`src/rtl/ntt_stage_ctrl_pkg.sv`:
```
// Shared types for the NTT stage sequencer: ring size, state enum and address widths.
// Ring size comes from `RING_SIZE (defaults to 8 when not supplied on the command line).
`ifndef RING_SIZE
`define RING_SIZE 8
`endif

package ntt_pkg;

  localparam int N       = `RING_SIZE;
  localparam int LOG_N   = $clog2(N);
  localparam int HALF_N  = N / 2;
  localparam int STAGE_W = (LOG_N > 1) ? $clog2(LOG_N) : 1;

  typedef logic [LOG_N-1:0]   coef_addr_t;
  typedef logic [LOG_N-2:0]   tw_addr_t;
  typedef logic [STAGE_W-1:0] stage_t;

  typedef enum logic [1:0] {
    IDLE,
    ISSUE,
    DRAIN,
    DONE
  } state_t;

endpackage

```
`src/rtl/ntt_stage_ctrl_if.sv`:
```
// Handshake and address bus between the NTT stage sequencer and its host/datapath.
// Carries the inverse select only when NTT_INVERSE_EN is defined.
interface ntt_stage_ctrl_if;
  import ntt_pkg::*;

`ifdef NTT_INVERSE_EN
  logic       inverse;
`endif
  logic       start;
  logic       load_done;
  logic       busy;
  logic       rd_en;
  coef_addr_t rd_addr_a;
  coef_addr_t rd_addr_b;
  tw_addr_t   tw_addr;
  logic       wr_en;
  coef_addr_t wr_addr_a;
  coef_addr_t wr_addr_b;
  stage_t     stage;
  logic       done;

  modport master (
`ifdef NTT_INVERSE_EN
    input  inverse,
`endif
    input  start, load_done,
    output busy, rd_en, rd_addr_a, rd_addr_b, tw_addr,
    output wr_en, wr_addr_a, wr_addr_b, stage, done
  );

  modport slave (
`ifdef NTT_INVERSE_EN
    output inverse,
`endif
    output start, load_done,
    input  busy, rd_en, rd_addr_a, rd_addr_b, tw_addr,
    input  wr_en, wr_addr_a, wr_addr_b, stage, done
  );

endinterface

```
`src/rtl/ntt_stage_ctrl_delay_line.sv`:
```
// Fixed-depth shift register with async clear, used to replay read addresses as write-backs.
module ntt_delay_line #(
  parameter int WIDTH = 8,
  parameter int DEPTH = 4
) (
  input  logic             clk,
  input  logic             reset,
  input  logic [WIDTH-1:0] d,
  output logic [WIDTH-1:0] q
);

  logic [WIDTH-1:0] pipe [DEPTH];

  always_ff @(posedge clk or posedge reset) begin
    if (reset) begin
      for (int i = 0; i < DEPTH; i++) pipe[i] <= '0;
    end else begin
      pipe[0] <= d;
      for (int i = 1; i < DEPTH; i++) pipe[i] <= pipe[i-1];
    end
  end

  assign q = pipe[DEPTH-1];

endmodule

```
`src/rtl/ntt_stage_ctrl.sv`:
```
// Radix-2 Cooley-Tukey NTT stage sequencer: one butterfly per cycle, drain between stages.
// Optional NTT_INVERSE_EN adds an inverse input that negates twiddle exponents for the INTT.
module ntt_stage_ctrl
  import ntt_pkg::*;
#(
  parameter int BF_LATENCY = 4
) (
  input  logic                clk,
  input  logic                reset,
  ntt_stage_ctrl_if.master    bus
);

  localparam int K_W  = LOG_N - 1;
  localparam int D_W  = (BF_LATENCY > 1) ? $clog2(BF_LATENCY) : 1;
  localparam int WB_W = 1 + 2 * LOG_N;

  typedef logic [K_W-1:0]   k_t;
  typedef logic [D_W-1:0]   drain_t;
  typedef logic [STAGE_W:0] shamt_t;

  state_t state;
  k_t     k;
  stage_t s;
  drain_t drain_cnt;
  logic   busy_q;
  logic   rd_en_q;
  logic   done_q;
`ifdef NTT_INVERSE_EN
  logic   inv_q;
`endif

  // Control FSM: walks butterflies within a stage, then idles BF_LATENCY cycles so the
  // last write of a stage retires before the next stage reads it.
  always_ff @(posedge clk or posedge reset) begin
    if (reset) begin
      state     <= IDLE;
      k         <= '0;
      s         <= '0;
      drain_cnt <= '0;
      busy_q    <= 1'b0;
      rd_en_q   <= 1'b0;
      done_q    <= 1'b0;
`ifdef NTT_INVERSE_EN
      inv_q     <= 1'b0;
`endif
    end else begin
      case (state)
        IDLE: begin
          if (bus.start && bus.load_done) begin
            state   <= ISSUE;
            k       <= '0;
            s       <= '0;
            busy_q  <= 1'b1;
            rd_en_q <= 1'b1;
`ifdef NTT_INVERSE_EN
            inv_q   <= bus.inverse;
`endif
          end
        end
        ISSUE: begin
          if (k == k_t'(HALF_N - 1)) begin
            state     <= DRAIN;
            drain_cnt <= '0;
            rd_en_q   <= 1'b0;
          end else begin
            k <= k + k_t'(1);
          end
        end
        DRAIN: begin
          if (drain_cnt == drain_t'(BF_LATENCY - 1)) begin
            if (s == stage_t'(LOG_N - 1)) begin
              state  <= DONE;
              done_q <= 1'b1;
            end else begin
              state   <= ISSUE;
              s       <= s + stage_t'(1);
              k       <= '0;
              rd_en_q <= 1'b1;
            end
          end else begin
            drain_cnt <= drain_cnt + drain_t'(1);
          end
        end
        DONE: begin
          state  <= IDLE;
          done_q <= 1'b0;
          busy_q <= 1'b0;
          s      <= '0;
        end
        default: state <= IDLE;
      endcase
    end
  end

  coef_addr_t k_ext, half, pos, grp, addr_a, addr_b, tw_full;
  coef_addr_t rd_a, rd_b;
  tw_addr_t   tw_idx, tw_out;
  shamt_t     s_ext;

  // Address generation from the registered butterfly index and stage; zeroed when not reading.
  always_comb begin
    s_ext   = {1'b0, s};
    k_ext   = coef_addr_t'(k);
    half    = coef_addr_t'(1) << s;
    pos     = k_ext & (half - coef_addr_t'(1));
    grp     = k_ext >> s;
    addr_a  = (grp << (s_ext + shamt_t'(1))) | pos;
    addr_b  = addr_a + half;
    tw_full = pos << (shamt_t'(LOG_N - 1) - s_ext);
    tw_idx  = tw_addr_t'(tw_full);
`ifdef NTT_INVERSE_EN
    if (inv_q) tw_idx = tw_addr_t'(0) - tw_idx;
`endif
    rd_a   = rd_en_q ? addr_a : '0;
    rd_b   = rd_en_q ? addr_b : '0;
    tw_out = rd_en_q ? tw_idx : '0;
  end

  logic [WB_W-1:0] wb_q;

  ntt_delay_line #(
    .WIDTH (WB_W),
    .DEPTH (BF_LATENCY)
  ) u_wb_delay (
    .clk   (clk),
    .reset (reset),
    .d     ({rd_en_q, rd_a, rd_b}),
    .q     (wb_q)
  );

  assign bus.busy      = busy_q;
  assign bus.rd_en     = rd_en_q;
  assign bus.rd_addr_a = rd_a;
  assign bus.rd_addr_b = rd_b;
  assign bus.tw_addr   = tw_out;
  assign bus.wr_en     = wb_q[WB_W-1];
  assign bus.wr_addr_a = wb_q[2*LOG_N-1:LOG_N];
  assign bus.wr_addr_b = wb_q[LOG_N-1:0];
  assign bus.stage     = s;
  assign bus.done      = done_q;

endmodule

```
`src/flat_wrapper.sv`:
```
// flat-port wrapper written by rule: the top's interface ports become plain ports
module ntt_stage_ctrl_flat import ntt_pkg::*;
#(
  parameter int BF_LATENCY = 4
)
  (clk, reset, bus_start, bus_load_done, bus_busy, bus_rd_en, bus_rd_addr_a, bus_rd_addr_b, bus_tw_addr, bus_wr_en, bus_wr_addr_a, bus_wr_addr_b, bus_stage, bus_done);
  ntt_stage_ctrl_if bus_i ();
  input  logic clk;
  input  logic reset;
  input wire logic [$bits(bus_i.start)-1:0] bus_start;
  input wire logic [$bits(bus_i.load_done)-1:0] bus_load_done;
  output wire logic [$bits(bus_i.busy)-1:0] bus_busy;
  output wire logic [$bits(bus_i.rd_en)-1:0] bus_rd_en;
  output wire logic [$bits(bus_i.rd_addr_a)-1:0] bus_rd_addr_a;
  output wire logic [$bits(bus_i.rd_addr_b)-1:0] bus_rd_addr_b;
  output wire logic [$bits(bus_i.tw_addr)-1:0] bus_tw_addr;
  output wire logic [$bits(bus_i.wr_en)-1:0] bus_wr_en;
  output wire logic [$bits(bus_i.wr_addr_a)-1:0] bus_wr_addr_a;
  output wire logic [$bits(bus_i.wr_addr_b)-1:0] bus_wr_addr_b;
  output wire logic [$bits(bus_i.stage)-1:0] bus_stage;
  output wire logic [$bits(bus_i.done)-1:0] bus_done;
  assign bus_i.start = bus_start;
  assign bus_i.load_done = bus_load_done;
  assign bus_busy = bus_i.busy;
  assign bus_rd_en = bus_i.rd_en;
  assign bus_rd_addr_a = bus_i.rd_addr_a;
  assign bus_rd_addr_b = bus_i.rd_addr_b;
  assign bus_tw_addr = bus_i.tw_addr;
  assign bus_wr_en = bus_i.wr_en;
  assign bus_wr_addr_a = bus_i.wr_addr_a;
  assign bus_wr_addr_b = bus_i.wr_addr_b;
  assign bus_stage = bus_i.stage;
  assign bus_done = bus_i.done;
  ntt_stage_ctrl #(.BF_LATENCY(BF_LATENCY)) u_core (.clk(clk), .reset(reset), .bus(bus_i));
endmodule
```
`config.mk`:
```
export PLATFORM = sky130hd
export DESIGN_NAME = ntt_stage_ctrl_flat
export DESIGN_NICKNAME = d
export VERILOG_FILES = /design/src/rtl/ntt_stage_ctrl_pkg.sv /design/src/rtl/ntt_stage_ctrl_if.sv /design/src/rtl/ntt_stage_ctrl_delay_line.sv /design/src/rtl/ntt_stage_ctrl.sv /design/src/flat_wrapper.sv
export SDC_FILE = /design/constraint.sdc
export NUM_CORES = 1
export LEC_CHECK = 0
export BUFFER_PORTS_ARGS = -buffer_cell sky130_fd_sc_hd__buf_2
export CAP_MARGIN = 25
export CORE_UTILIZATION = 30
export CTS_BUF_LIST = sky130_fd_sc_hd__clkbuf_16
export CTS_CLUSTER_SIZE = 25
export DETAILED_ROUTE_END_ITERATION = 8
export PLACE_DENSITY_LB_ADDON = 0.25
export RECOVER_POWER = 50
export REMOVE_ABC_BUFFERS = 1
export SYNTH_ARGS = -nofsm -noshare
export SYNTH_HDL_FRONTEND = slang
export SYNTH_HIERARCHICAL = 1
export SYNTH_SLANG_ARGS = --single-unit
```
`constraint.sdc`:
```
create_clock -name clk -period 5.24 [get_ports clk]
set_input_delay 0.786 -clock clk [delete_from_list [all_inputs] [get_ports clk]]
set_output_delay 0.786 -clock clk [all_outputs]
set_load 0.02 [all_outputs]
```
# == After elaboration in Yosys (flattened, before gate mapping) ==
# Index checks and enable logic that the tools add are counted.
# totals
reg_bits,39
inputBits,4
output_inout_bits,20
elab_cells,79
# classes
addsub,7
n_eq_ne,13
shifts,4
muxes,28
n_bitwise,2
reduce_logical,14
# op_table
op,n
2-bit two-way mux,13
2-bit case mux with 3 select lines,2
"2-bit == test, second input constant",5
5-bit AND reduction,2
3-bit AND reduction,3
"2-bit by 1-bit inequality test with 1-bit output, second input constant",4
2-bit case mux with 4 select lines,1
"2-bit by 1-bit adder with 2-bit output, second input constant",3
1-bit two-way mux,6
3-bit two-way mux,2
"2-bit inequality test, second input constant",3
2-bit nonzero test,3
3-bit nonzero test,2
1-bit case mux with 2 select lines,2
2-bit case mux with 2 select lines,1
4-bit AND reduction,1
"2-bit by 1-bit adder with 3-bit output, second input constant",1
3-bit adder,1
2-bit by 3-bit AND with 3-bit output,1
3-bit OR,1
1-bit case mux with 3 select lines,1
"1-bit by 2-bit << shifter with 3-bit output, first input constant",1
3-bit by 3-bit << shifter with 2-bit output,1
3-bit by 3-bit << shifter with 3-bit output,1
other kinds (7),7

# == Longest topological paths before layout ==
# Gate-level depths: netlist (run 1).
# depth
word_depth,6
mapped_depth,7

# == Hierarchy ==
# The synthesis (run 1) kept the hierarchy.
# modules_own_cells
module,instances,cells_per_inst,area_per_inst_um2
ntt_stage_ctrl,1,92,788.3
ntt_delay_line,1,36,757.0

# == Least setup slack after synthesis (run 1) ==
# OpenSTA, ideal clock, no wires.
# synth_timing
kind,register to output
start,"register u_core.s[0], in the netlist u_core/bus.stage[0]"
end,output bus_rd_addr_b[1]
t_arrival_ps,2206
setup_slack_ps,2248
stages_incl_launch_ff,8
path_cell_list,dfrtp_1 -> inv_2 -> ha_1 -> or4_4 -> nand2_1 -> ha_1 -> nand3_1 -> a21oi_1
# synth_via
elab_chain_cells,6
# synth_lines
element,line_no,text
from (decl),ntt_stage_ctrl.sv:23,stage_t s;
from (signal assigned),ntt_stage_ctrl.sv:76,s <= s + stage_t'(1);
1-bit by 2-bit << shifter with 3-bit output,ntt_stage_ctrl.sv:104,half = coef_addr_t'(1) << s;
3-bit by 1-bit subtractor with 3-bit output,ntt_stage_ctrl.sv:105,pos = k_ext & (half - coef_addr_t'(1));
2-bit by 3-bit AND with 3-bit output,ntt_stage_ctrl.sv:105,
3-bit OR,ntt_stage_ctrl.sv:107,addr_a = (grp << (s_ext + shamt_t'(1))) | pos;
3-bit adder (*),ntt_stage_ctrl.sv:108,addr_b = addr_a + half;
3-bit two-way mux (*),ntt_stage_ctrl.sv:115,rd_b = rd_en_q ? addr_b : '0;
to (decl),flat_wrapper.sv:15,output wire logic [$bits(bus_i.rd_addr_b)-1:0] bus_rd_addr_b;
# Mark *: on every way between the ends. The rest lies on a longest branch, timed or not.

# == Worst setup path after layout (run 1) ==
# Ends and elaborated chain as after synthesis.

==> impl_metrics.ini, run 1 <==
[status]
status = finished, final reports clean

[logic_synthesis]
netlist_area_sq_um = 1550
yosysUniqueCellTypes = 35
yosysMostFrequentCell = dfrtp_1
synthTopCellsByArea = dfrtp_1 (63%), ha_1 (5.7%), buf_4 (3.4%)
yosys_warnings = 6
seq_area_frac_synth_pct = 63.2
synth-seq-cells = 39
yosys.area.top_type = dfrtp_1
synth_cells = 128
yosysTopAreaCellShare_pct = 63.2
synth_area_per_cell_sq_um = 12.1
synth_edf_count = 0
ys_async_sr_fraction_pct = 100
yosys_most_used_dff = dfrtp_1

[pwr]
power_frac_comb_pct = 24.8
p_leak_nw = 0.903
swShare_pct = 32.7
netSwitchingPower_mw = 0.356
p_int_mw = 0.734
p_total_mw = 1.09
seq_power_share_pct = 43.8
clkPwrFrac_pct = 31.4
p_per_area_nw_per_um2 = 588
vdd_drop_max_mv = 0.176

[min_path]
worstHoldPathType = reg -> reg

[layout]
fillers = 458
antennaDiodeCount = 0
utilization_pct = 38.2
seq_area_sq_um = 976
multi_input_comb_area_sq_um = 477
areaGrowthSynthToFinish_pct = 19.9
drive_gt1_share_pct = 21.9
final_nets = 161

[cts]
clk_latency_ns = 0.28
clock_path_buffers = 2
hold_buffers = 0
clockRootBuffer = clkbuf_16
clk_pin_slew_ns = 0.06
htreeDepth = 2
cts_tree = done
cts_buffers = 5
post_cts_buffers = 0
cts.sinks = 39
cts-resized-gates = 0

[critical_path]
cp.arrival_ns = 2.47
crit_fanout = 8
required_ns = 4.45
startpoint_type = flop
path_class = reg -> out
end_kind = output pin

[sta]
fin_tns_setup_ns = 0
skew_ns = 0.00477
finalCritPeriodShare_pct = 62.1
setup_violations = 0
tightestPinTransition_ns = 1.20
max_freq_mhz = 307
relSlewSlack_pct = 20.3
rsz0062_at_grt = no
slew_viol_final = 0
fin_crit_ns = 3.25
final_hold_viol_count = 0

[die]
core-area_sq_um = 4850
die_w_um = 73.8
dieArea_sq_um = 5440
initial_core_util_pct = 31.9
num_rows = 25
die_height_um = 73.8
num_io_pins = 24

[grt]
overflow = 0
grt_pass1_vias = 1015
grt_max_degree = 29
grt_pass1_wl_mm = 4.62
antenna_found_initial = 0
globalRouteTotalUtil_pct = 11.8

[run]
max-cap-violations = 0

[placed_design]
hpwl_mm = 1.94
place_congestion = 0.900
port-buffer-count = 23

[route]
num_vias = 998
postRouteAntennaNets = 0
drt-wirelength-per-cell_um = 12.6
drt-pass1-iter-count = 4
drc = 0
drt-initial-drc-count = 67
routed_wl_mm = 2.75
avgViaCountPerCell = 4.58
placed cells by master, fill, tap and decap left out, drive strengths merged, types with 2 or more instances in the layout:
master,netlist,final
dfrtp,39,39
buf,9,22
inv,8,8
a21oi,8,8
nor2,7,7
ha,7,7
clkbuf,0,7
nand2,6,6
o21ai,6,6
nand2b,4,4
nor2b,3,3
o22ai,3,3
a21o,2,2
a22oi,2,2
nand4,2,2
nand3b,2,2
nand3,2,2
and2,2,2
a211oi,2,2
clkinv,0,2
worst max-delay path: stages, from the launching register on:
cell	delay (ns)
dfrtp_1	0.49
inv_2	0.13
ha_1	0.38
or4_4	0.51
nand2_1	0.09
ha_1	0.16
nand3_1	0.07
a21oi_1	0.16
buf_2	0.19
flip-flops by register name, indices dropped and copies added, names as in the netlist:
register,flops
u_core/bus.busy,1
u_core/bus.done,1
u_core/bus.rd_en,1
u_core/bus.stage,2
u_core/drain_cnt,2
u_core/k,2
u_core/state,2
u_core/u_wb_delay/pipe,21
u_core/u_wb_delay/q,7
final timing paths:
path	from	endpoint	slack, ns	cells after the start
worst max register to register	u_core/bus.stage[0]$_DFFE_PP0P_	u_core/u_wb_delay/pipe[21]$_DFF_PP0_	3.12	6
worst min register to register	u_core/u_wb_delay/pipe[8]$_DFF_PP0_	u_core/u_wb_delay/q[1]$_DFF_PP0_	0.35	0
worst max-delay path	u_core/bus.stage[0]$_DFFE_PP0P_	bus_rd_addr_b[1]	1.99	8
min in group asynchronous	reset	u_core/u_wb_delay/pipe[27]$_DFF_PP0_	0.38	2
max in group asynchronous	reset	u_core/u_wb_delay/q[0]$_DFF_PP0_	3.51	3
worst min-delay path	u_core/u_wb_delay/pipe[8]$_DFF_PP0_	u_core/u_wb_delay/q[1]$_DFF_PP0_	0.35	0
cell families after synthesis:
group                    synth area share (%)
buffers and inverters                    5.99
AO/OA/AOI/OAI                            11.4
XOR/XNOR                                 1.13
multiplexers                            0.648
flip-flops                               63.2
adder cells (fa/ha/maj)                  5.67
AND/OR/NAND/NOR                          12.0
power by group through the flow:
stage                     clock (mW)  combinational, mW  sequential [mW]
final                          0.343              0.270            0.477
after global routing           0.365              0.303            0.498
after CTS                      0.351              0.272            0.478
after detailed placement           0              0.271            0.484
after global placement             0              0.265            0.479
after floorplan                    0              0.153            0.503
routing by layer:
metal  part of all wire (%)  vias to the layer above  GRT usage, %
li1                       -                      477             -
met1                     46                      490          12.8
met2                     48                       25          19.4
met3                    5.0                        6          5.49
met4                    1.6                        0          5.56
met5                      0                        -             0
cell type report:
cell class                      instances  share of cell area (%)
Multi-Input combinational cell         72                    25.7
Timing Repair Buffer                   24                    6.35
Clock inverter                          3                    2.36
Sequential cell                        39                    52.7
Clock buffer                            5                    6.75
Inverter                                8                    1.62
Tap cell                               67                    4.52
per-stage QoR:
step | hold slack (ns) | cell area (sq um) | setup WS [ns] | cells
6_report | 0.347 | 1850 | 1.99 | 218
2_1_floorplan | 0.331 | 1480 | 2.25 | 119
4_1_cts | 0.348 | 1850 | 1.98 | 217
5_1_grt | 0.355 | 1850 | 1.85 | 218
3_3_place_gp | 0.332 | 1680 | 2.37 | 209
3_5_place_dp | 0.335 | 1680 | 2.29 | 209
Power figures use the tool's default switching activity.
==> run 2, diff against run 1 <==
--- a/config.mk
+++ b/config.mk
@@ -5,6 +5,7 @@
 export SDC_FILE = /design/constraint.sdc
 export NUM_CORES = 1
 export LEC_CHECK = 0
+export ABC_AREA = 1
 export BUFFER_PORTS_ARGS = -buffer_cell sky130_fd_sc_hd__buf_2
 export CAP_MARGIN = 25
 export CORE_UTILIZATION = 30
==> constraint.sdc (replaced) <==
create_clock -name clk -period 2.7 [get_ports clk]
set_input_delay 0.405 -clock clk [delete_from_list [all_inputs] [get_ports clk]]
set_output_delay 0.405 -clock clk [all_outputs]
set_load 0.02 [all_outputs]
==> run 2 against run 1 <==
Effect of this change:
- the flow now finishes with violations (negative hold slack)
- via count up 3.2%
- synthesized cell count grew 16%
- clock-buffer cell count stayed put
- critical path depth is 2 higher
- final area grew 3.2%
- die area grew 1.6%
- setup slack worse by 1.8 ns
- combinational power rose by 140%
- clock power up 92%
- critical endpoint unchanged
==> impl_metrics.ini, run 2 <==
[status]
status = finished with violations
violations = negative hold slack

[critical_path]
r2r-end = u_core/u_wb_delay/pipe[22]$_DFF_PP0_
r2r_setup_slack_ns = 0.92
cp-startpoint = u_core/bus.stage[1]$_DFFE_PP0P_
startpoint_type = flop
crit_end = bus_rd_addr_b[1]
path_class = reg -> out
crit_fanout = 5
cp.arrival_ns = 2.11
required_ns = 2.30
end_kind = output pin
reg2regPathDepth = 10
r2r_start = u_core/bus.stage[1]$_DFFE_PP0P_

[cts]
cts_tree = done
hold_buffers = 0
clock_path_buffers = 2
cts_buffers = 5
cts.sinks = 39
clk_pin_slew_ns = 0.06
clk_latency_ns = 0.28
clockRootBuffer = clkbuf_16
htreeDepth = 2

[logic_synthesis]
synth_area_per_cell_sq_um = 10.5
synthTopCellsByArea = dfrtp_1 (62%), nand2_1 (8.4%), ha_1 (5.6%)
synth-seq-cells = 39
synth_top_family_by_area = simple AND/OR/NAND/NOR gates
synth_edf_count = 0
yosys.area.top_type = dfrtp_1
synth_common_cells = dfrtp_1 (39), nand2_1 (35), inv_1 (15)
synth_mux_area_share_pct = 0
yosys_most_used_dff = dfrtp_1
ys_async_sr_fraction_pct = 100
yosysUniqueCellTypes = 21
yosysTopAreaCellShare_pct = 62.2
netlist_area_sq_um = 1570
yosysMostFrequentCell = dfrtp_1
synth_cells = 149
yosys_warnings = 6
synth-xor-area-share_pct = 1.12
synthSimpleGateAreaFrac_pct = 18.4
seq_area_frac_synth_pct = 62.2
synth_adder_area_share_pct = 5.58
synth_compound_area_share_pct = 4.78

[route]
dr_wl_met2_mm = 1.44
drt-initial-drc-count = 53
drt-wirelength-per-cell_um = 11.5
top_layer = met4
num_vias = 1030
avgViaCountPerCell = 4.26
met1_length_mm = 1.15
drt-pass1-iter-count = 4
postRouteAntennaNets = 0
routed_wl_mm = 2.77
wl_met3_um = 116
drc = 0

[run]
max-cap-violations = 0

[sta]
whs_ns = -0.0274
finalCritPeriodShare_pct = 93.3
relSlewSlack_pct = 11.1
setup_ws_ns = 0.180
fin_tns_setup_ns = 0
final_hold_viol_count = 1
slew_viol_final = 0
skew_ns = 0.00151
tightestPinTransition_ns = 1.33
max_freq_mhz = 397
setup_violations = 0
fin_crit_ns = 2.52

[grt]
grt_max_degree = 29
antenna_found_initial = 0
overflow = 0
grt_pass1_wl_mm = 4.59
globalRouteTotalUtil_pct = 11.7
grt_pass1_vias = 1038

[pwr]
p_leak_nw = 1.04
p_total_mw = 2.18
vdd_drop_max_mv = 0.383
p_per_area_nw_per_um2 = 1140

[layout]
regMostFlops = u_core/u_wb_delay/pipe
final_nets = 185
fillers = 491
areaGrowthSynthToFinish_pct = 21.8
drive_gt1_share_pct = 28.0
largest_register_ffs = 21
utilization_pct = 39.2
final_common_cell = dfrtp_1
instances_no_fill = 242
mostFrequentLayoutCells = dfrtp_1 (37), nand2_1 (35), buf_2 (22), inv_1 (13), nor2_1 (11)
antennaDiodeCount = 0

[placed_design]
hpwl_mm = 1.95
dp_cells = 230
place_congestion = 0.795
dp_slack_ns = 0.189
port-buffer-count = 23

[die]
die_height_um = 74.3
dieArea_sq_um = 5530
die_w_um = 74.3
core-area_sq_um = 4880
num_rows = 25
initial_core_util_pct = 32.2
num_io_pins = 24

[min_path]
worstHoldPathType = in -> async
## run 2: cell count changes in the layout (fill, tap and decap cells not counted), moves of 4 or more
cell and change:
inv_1 +6, buf_4 +4, nand2_1 +29, nor2_1 +4
nand2b_1 -4
## run 2: repair_timing
action | CTS | global route
endpoints found under the setup margin | 1 | 1
pin swaps | 0 | 1
resized for setup | 1 | 7
setup buffers | 1 | 2
## run 2: report_power, final
group,switching [mW],internal [mW],leakage [nW]
clock network,0.223,0.435,0.0838
registers,0.108,0.765,0.512
logic,0.426,0.225,0.445
## run 2: how the worst min path moves through the flow
| stage | startpoint | to | depth (start not counted) |
|---|---|---|---|
| after CTS | reset | u_core/state[1]$_DFFE_PP0P_ | 2 |
| after floorplan | reset | u_core/bus.busy$_DFFE_PP0P_ | 1 |
| after global placement | u_core/u_wb_delay/pipe[13]$_DFF_PP0_ | u_core/u_wb_delay/q[6]$_DFF_PP0_ | 0 |
| final | reset | u_core/u_wb_delay/pipe[7]$_DFF_PP0_ | 2 |
| after global routing | reset | u_core/u_wb_delay/pipe[7]$_DFF_PP0_ | 2 |
| after detailed placement | u_core/u_wb_delay/pipe[26]$_DFF_PP0_ | u_core/u_wb_delay/pipe[19]$_DFF_PP0_ | 0 |
## run 2: layout make-up
cell class              count  area [sq um]  share of cell area, %
clock buffers               5           125                   6.54
clock inverters             3          43.8                   2.29
inverters                  16          60.1                   3.14
multi-input cells          85           477                   24.9
flip-flops and latches     39           978                   51.2
well taps                  67          83.8                   4.38
repair buffers             27           144                   7.53
## run 2: routing by layer
metal / vias up / track usage, %
met3: 8 / 3.66
met4: 0 / 7.55
met1: 493 / 12.0
met2: 23 / 20.6
met5: - / 0
li1: 506 / -
## run 2: kinds of logic after synthesis
logic type,count (synthesis)
fa+ha+maj,7
compound gates,14
flops,39
buf+inv,25
xor+xnor,2
simple gates,62
## run 2: stage by stage
step / hold WS (ns) / area (sq um)
floorplan: 0.257 / 1510
global placement: 0.331 / 1700
detailed placement: 0.335 / 1700
CTS: 0.145 / 1880
global route: -0.0292 / 1910
finish: -0.0274 / 1910
## run 2: critical path, cell delays in order (launching register included)
cell,delay (ns)
dfrtp_2,0.43
inv_2,0.11
ha_2,0.31
nor2_2,0.11
nand4_1,0.11
nand2_1,0.09
ha_1,0.15
xor2_1,0.18
nor2_1,0.07
nor2_1,0.12
buf_4,0.16
==> run 3, diff against run 2 <==
--- a/config.mk
+++ b/config.mk
@@ -6,12 +6,12 @@
 export NUM_CORES = 1
 export LEC_CHECK = 0
 export ABC_AREA = 1
-export BUFFER_PORTS_ARGS = -buffer_cell sky130_fd_sc_hd__buf_2
 export CAP_MARGIN = 25
 export CORE_UTILIZATION = 30
-export CTS_BUF_LIST = sky130_fd_sc_hd__clkbuf_16
+export CTS_BUF_LIST = sky130_fd_sc_hd__clkbuf_8
 export CTS_CLUSTER_SIZE = 25
 export DETAILED_ROUTE_END_ITERATION = 8
+export DONT_BUFFER_PORTS = 1
 export PLACE_DENSITY_LB_ADDON = 0.25
 export RECOVER_POWER = 50
 export REMOVE_ABC_BUFFERS = 1
==> run 3 against run 2 <==
Effect of this change:
- the run now ends clean
- via count decreased by 4.7%
- power decreased by 7.0%
- register-to-register slack got worse by 0.17 ns
- sequential power increased by 6.6%
- global-route usage decreased by 1.4 points
- wire length decreased by 6.8%
- setup slack got worse by 0.027 ns
==> impl_metrics.ini, run 3 (same netlist as run 2, synthesis figures left out) <==
[cts]
cts_tree = done
clk_latency_ns = 0.28
clockRootBuffer = clkbuf_8
htreeDepth = 2
clock_path_buffers = 2
cts_buffers = 5
cts.sinks = 39
clk_pin_slew_ns = 0.08

[layout]
largest_register_ffs = 21
fillers = 482
regMostFlops = u_core/u_wb_delay/pipe
areaGrowthSynthToFinish_pct = 13.6
antennaDiodeCount = 0
final_common_cell = dfrtp_1
drive_gt1_share_pct = 14.8
mostFrequentLayoutCells = dfrtp_1 (39), nand2_1 (35), inv_1 (14), nor2_1 (11), o21ai_0 (8)
multi_input_comb_area_sq_um = 477
seq_area_sq_um = 976
final_nets = 165

[placed_design]
hpwl_mm = 1.92
port-buffer-count = 0
dp_slack_ns = 0.302
place_congestion = 0.868

[die]
core-area_sq_um = 4880
num_rows = 25
die_height_um = 74.3
die_w_um = 74.3
dieArea_sq_um = 5530
initial_core_util_pct = 32.2
num_io_pins = 24

[critical_path]
cp.arrival_ns = 2.14
critical_path_buf_inv_count = 1
reg2regPathDepth = 10
critPathTopFamily = simple AND/OR/NAND/NOR gates
crit_fanout = 8
startpoint_type = flop
r2r_start = u_core/bus.stage[0]$_DFFE_PP0P_
path_class = reg -> out
required_ns = 2.30
cpPeakStageDelay_ns = 0.40
end_kind = output pin
slowest_stage = dfrtp_1
r2r-end = u_core/u_wb_delay/pipe[22]$_DFF_PP0_
crit_chain = buf_4 > ha_1 > nor2_1 > nand4_1 > nand2_1 > ha_1 > xor2_1 > nor2_1 > nor2_4
r2r_setup_slack_ns = 0.75

[pwr]
p_leak_nw = 0.926
p_per_area_nw_per_um2 = 1140
vdd_drop_max_mv = 0.317
p_total_mw = 2.03

[route]
num_vias = 982
drt-pass1-iter-count = 4
drc = 0
postRouteAntennaNets = 0
drt-initial-drc-count = 48
routed_wl_mm = 2.59
drt-wirelength-per-cell_um = 11.6
avgViaCountPerCell = 4.42

[sta]
final_hold_viol_count = 0
fin_tns_setup_ns = 0
setup_ws_ns = 0.154
rsz0062_at_grt = no
fin_crit_ns = 2.55
setup_violations = 0
skew_ns = 0.00816
finalCritPeriodShare_pct = 94.3
whs_ns = 0.00412
relSlewSlack_pct = 12.2
max_freq_mhz = 393
slew_viol_final = 0
tightestPinTransition_ns = 1.32

[min_path]
worstHoldPathType = in -> async

[grt]
overflow = 0
globalRouteTotalUtil_pct = 10.3
antenna_found_initial = 0
grt_pass1_wl_mm = 4.14
grt_max_degree = 29
grt_pass1_vias = 931

[status]
status = finished, final reports clean

[run]
max-cap-violations = 0
==> run 3: area by class of cell <==
| cell class | instances | area share [%] |
|---|---|---|
| multi-input combinational | 85 | 26.7 |
| clock buffer | 5 | 3.86 |
| tap | 67 | 4.70 |
| clock inverter | 3 | 3.79 |
| inverter | 16 | 3.37 |
| timing repair buffer | 7 | 2.88 |
| sequential | 39 | 54.7 |
==> run 3: metal layers <==
layer / vias to the layer above / GRT usage, % / part of all wire (%)
met5: - / 0 / 0
met4: 0 / 6.71 / 3.4
met3: 9 / 3.79 / 4.2
met2: 20 / 17.5 / 54
met1: 485 / 10.8 / 39
li1: 468 / - / -
==> run 3: worst max-delay path by stage <==
stage / start / end / cells past startpoint
floorplan: u_core/bus.stage[0]$_DFFE_PP0P_ / bus_rd_addr_b[1] / 9
global placement: u_core/bus.stage[0]$_DFFE_PP0P_ / bus_rd_addr_b[1] / 9
detailed placement: u_core/bus.stage[0]$_DFFE_PP0P_ / bus_rd_addr_b[1] / 9
CTS: u_core/bus.stage[0]$_DFFE_PP0P_ / bus_rd_addr_b[1] / 9
global route: u_core/bus.stage[0]$_DFFE_PP0P_ / bus_rd_addr_b[1] / 9
finish: u_core/bus.stage[0]$_DFFE_PP0P_ / bus_rd_addr_b[1] / 9
==> run 3: power breakdown <==
group          switching, mW  internal, mW
Sequential             0.168         0.763
Combinational          0.361         0.172
Clock                  0.196         0.368
==> run 3: repair_timing <==
action,in CTS,in global routing
hold buffers,0,1
setup buffers,0,1
gates resized for setup,1,2
hold endpoints to repair,0,1
pin swaps,0,1
endpoints found under the setup margin,1,1
==> run 3: per-stage QoR <==
step | area [sq um] | utilization [%] | cells
final | 1780 | 36.6 | 222
after global placement | 1620 | 33.2 | 211
after detailed placement | 1620 | 33.2 | 211
after CTS | 1760 | 36.0 | 219
after floorplan | 1510 | - | 140
after global routing | 1780 | 36.6 | 222
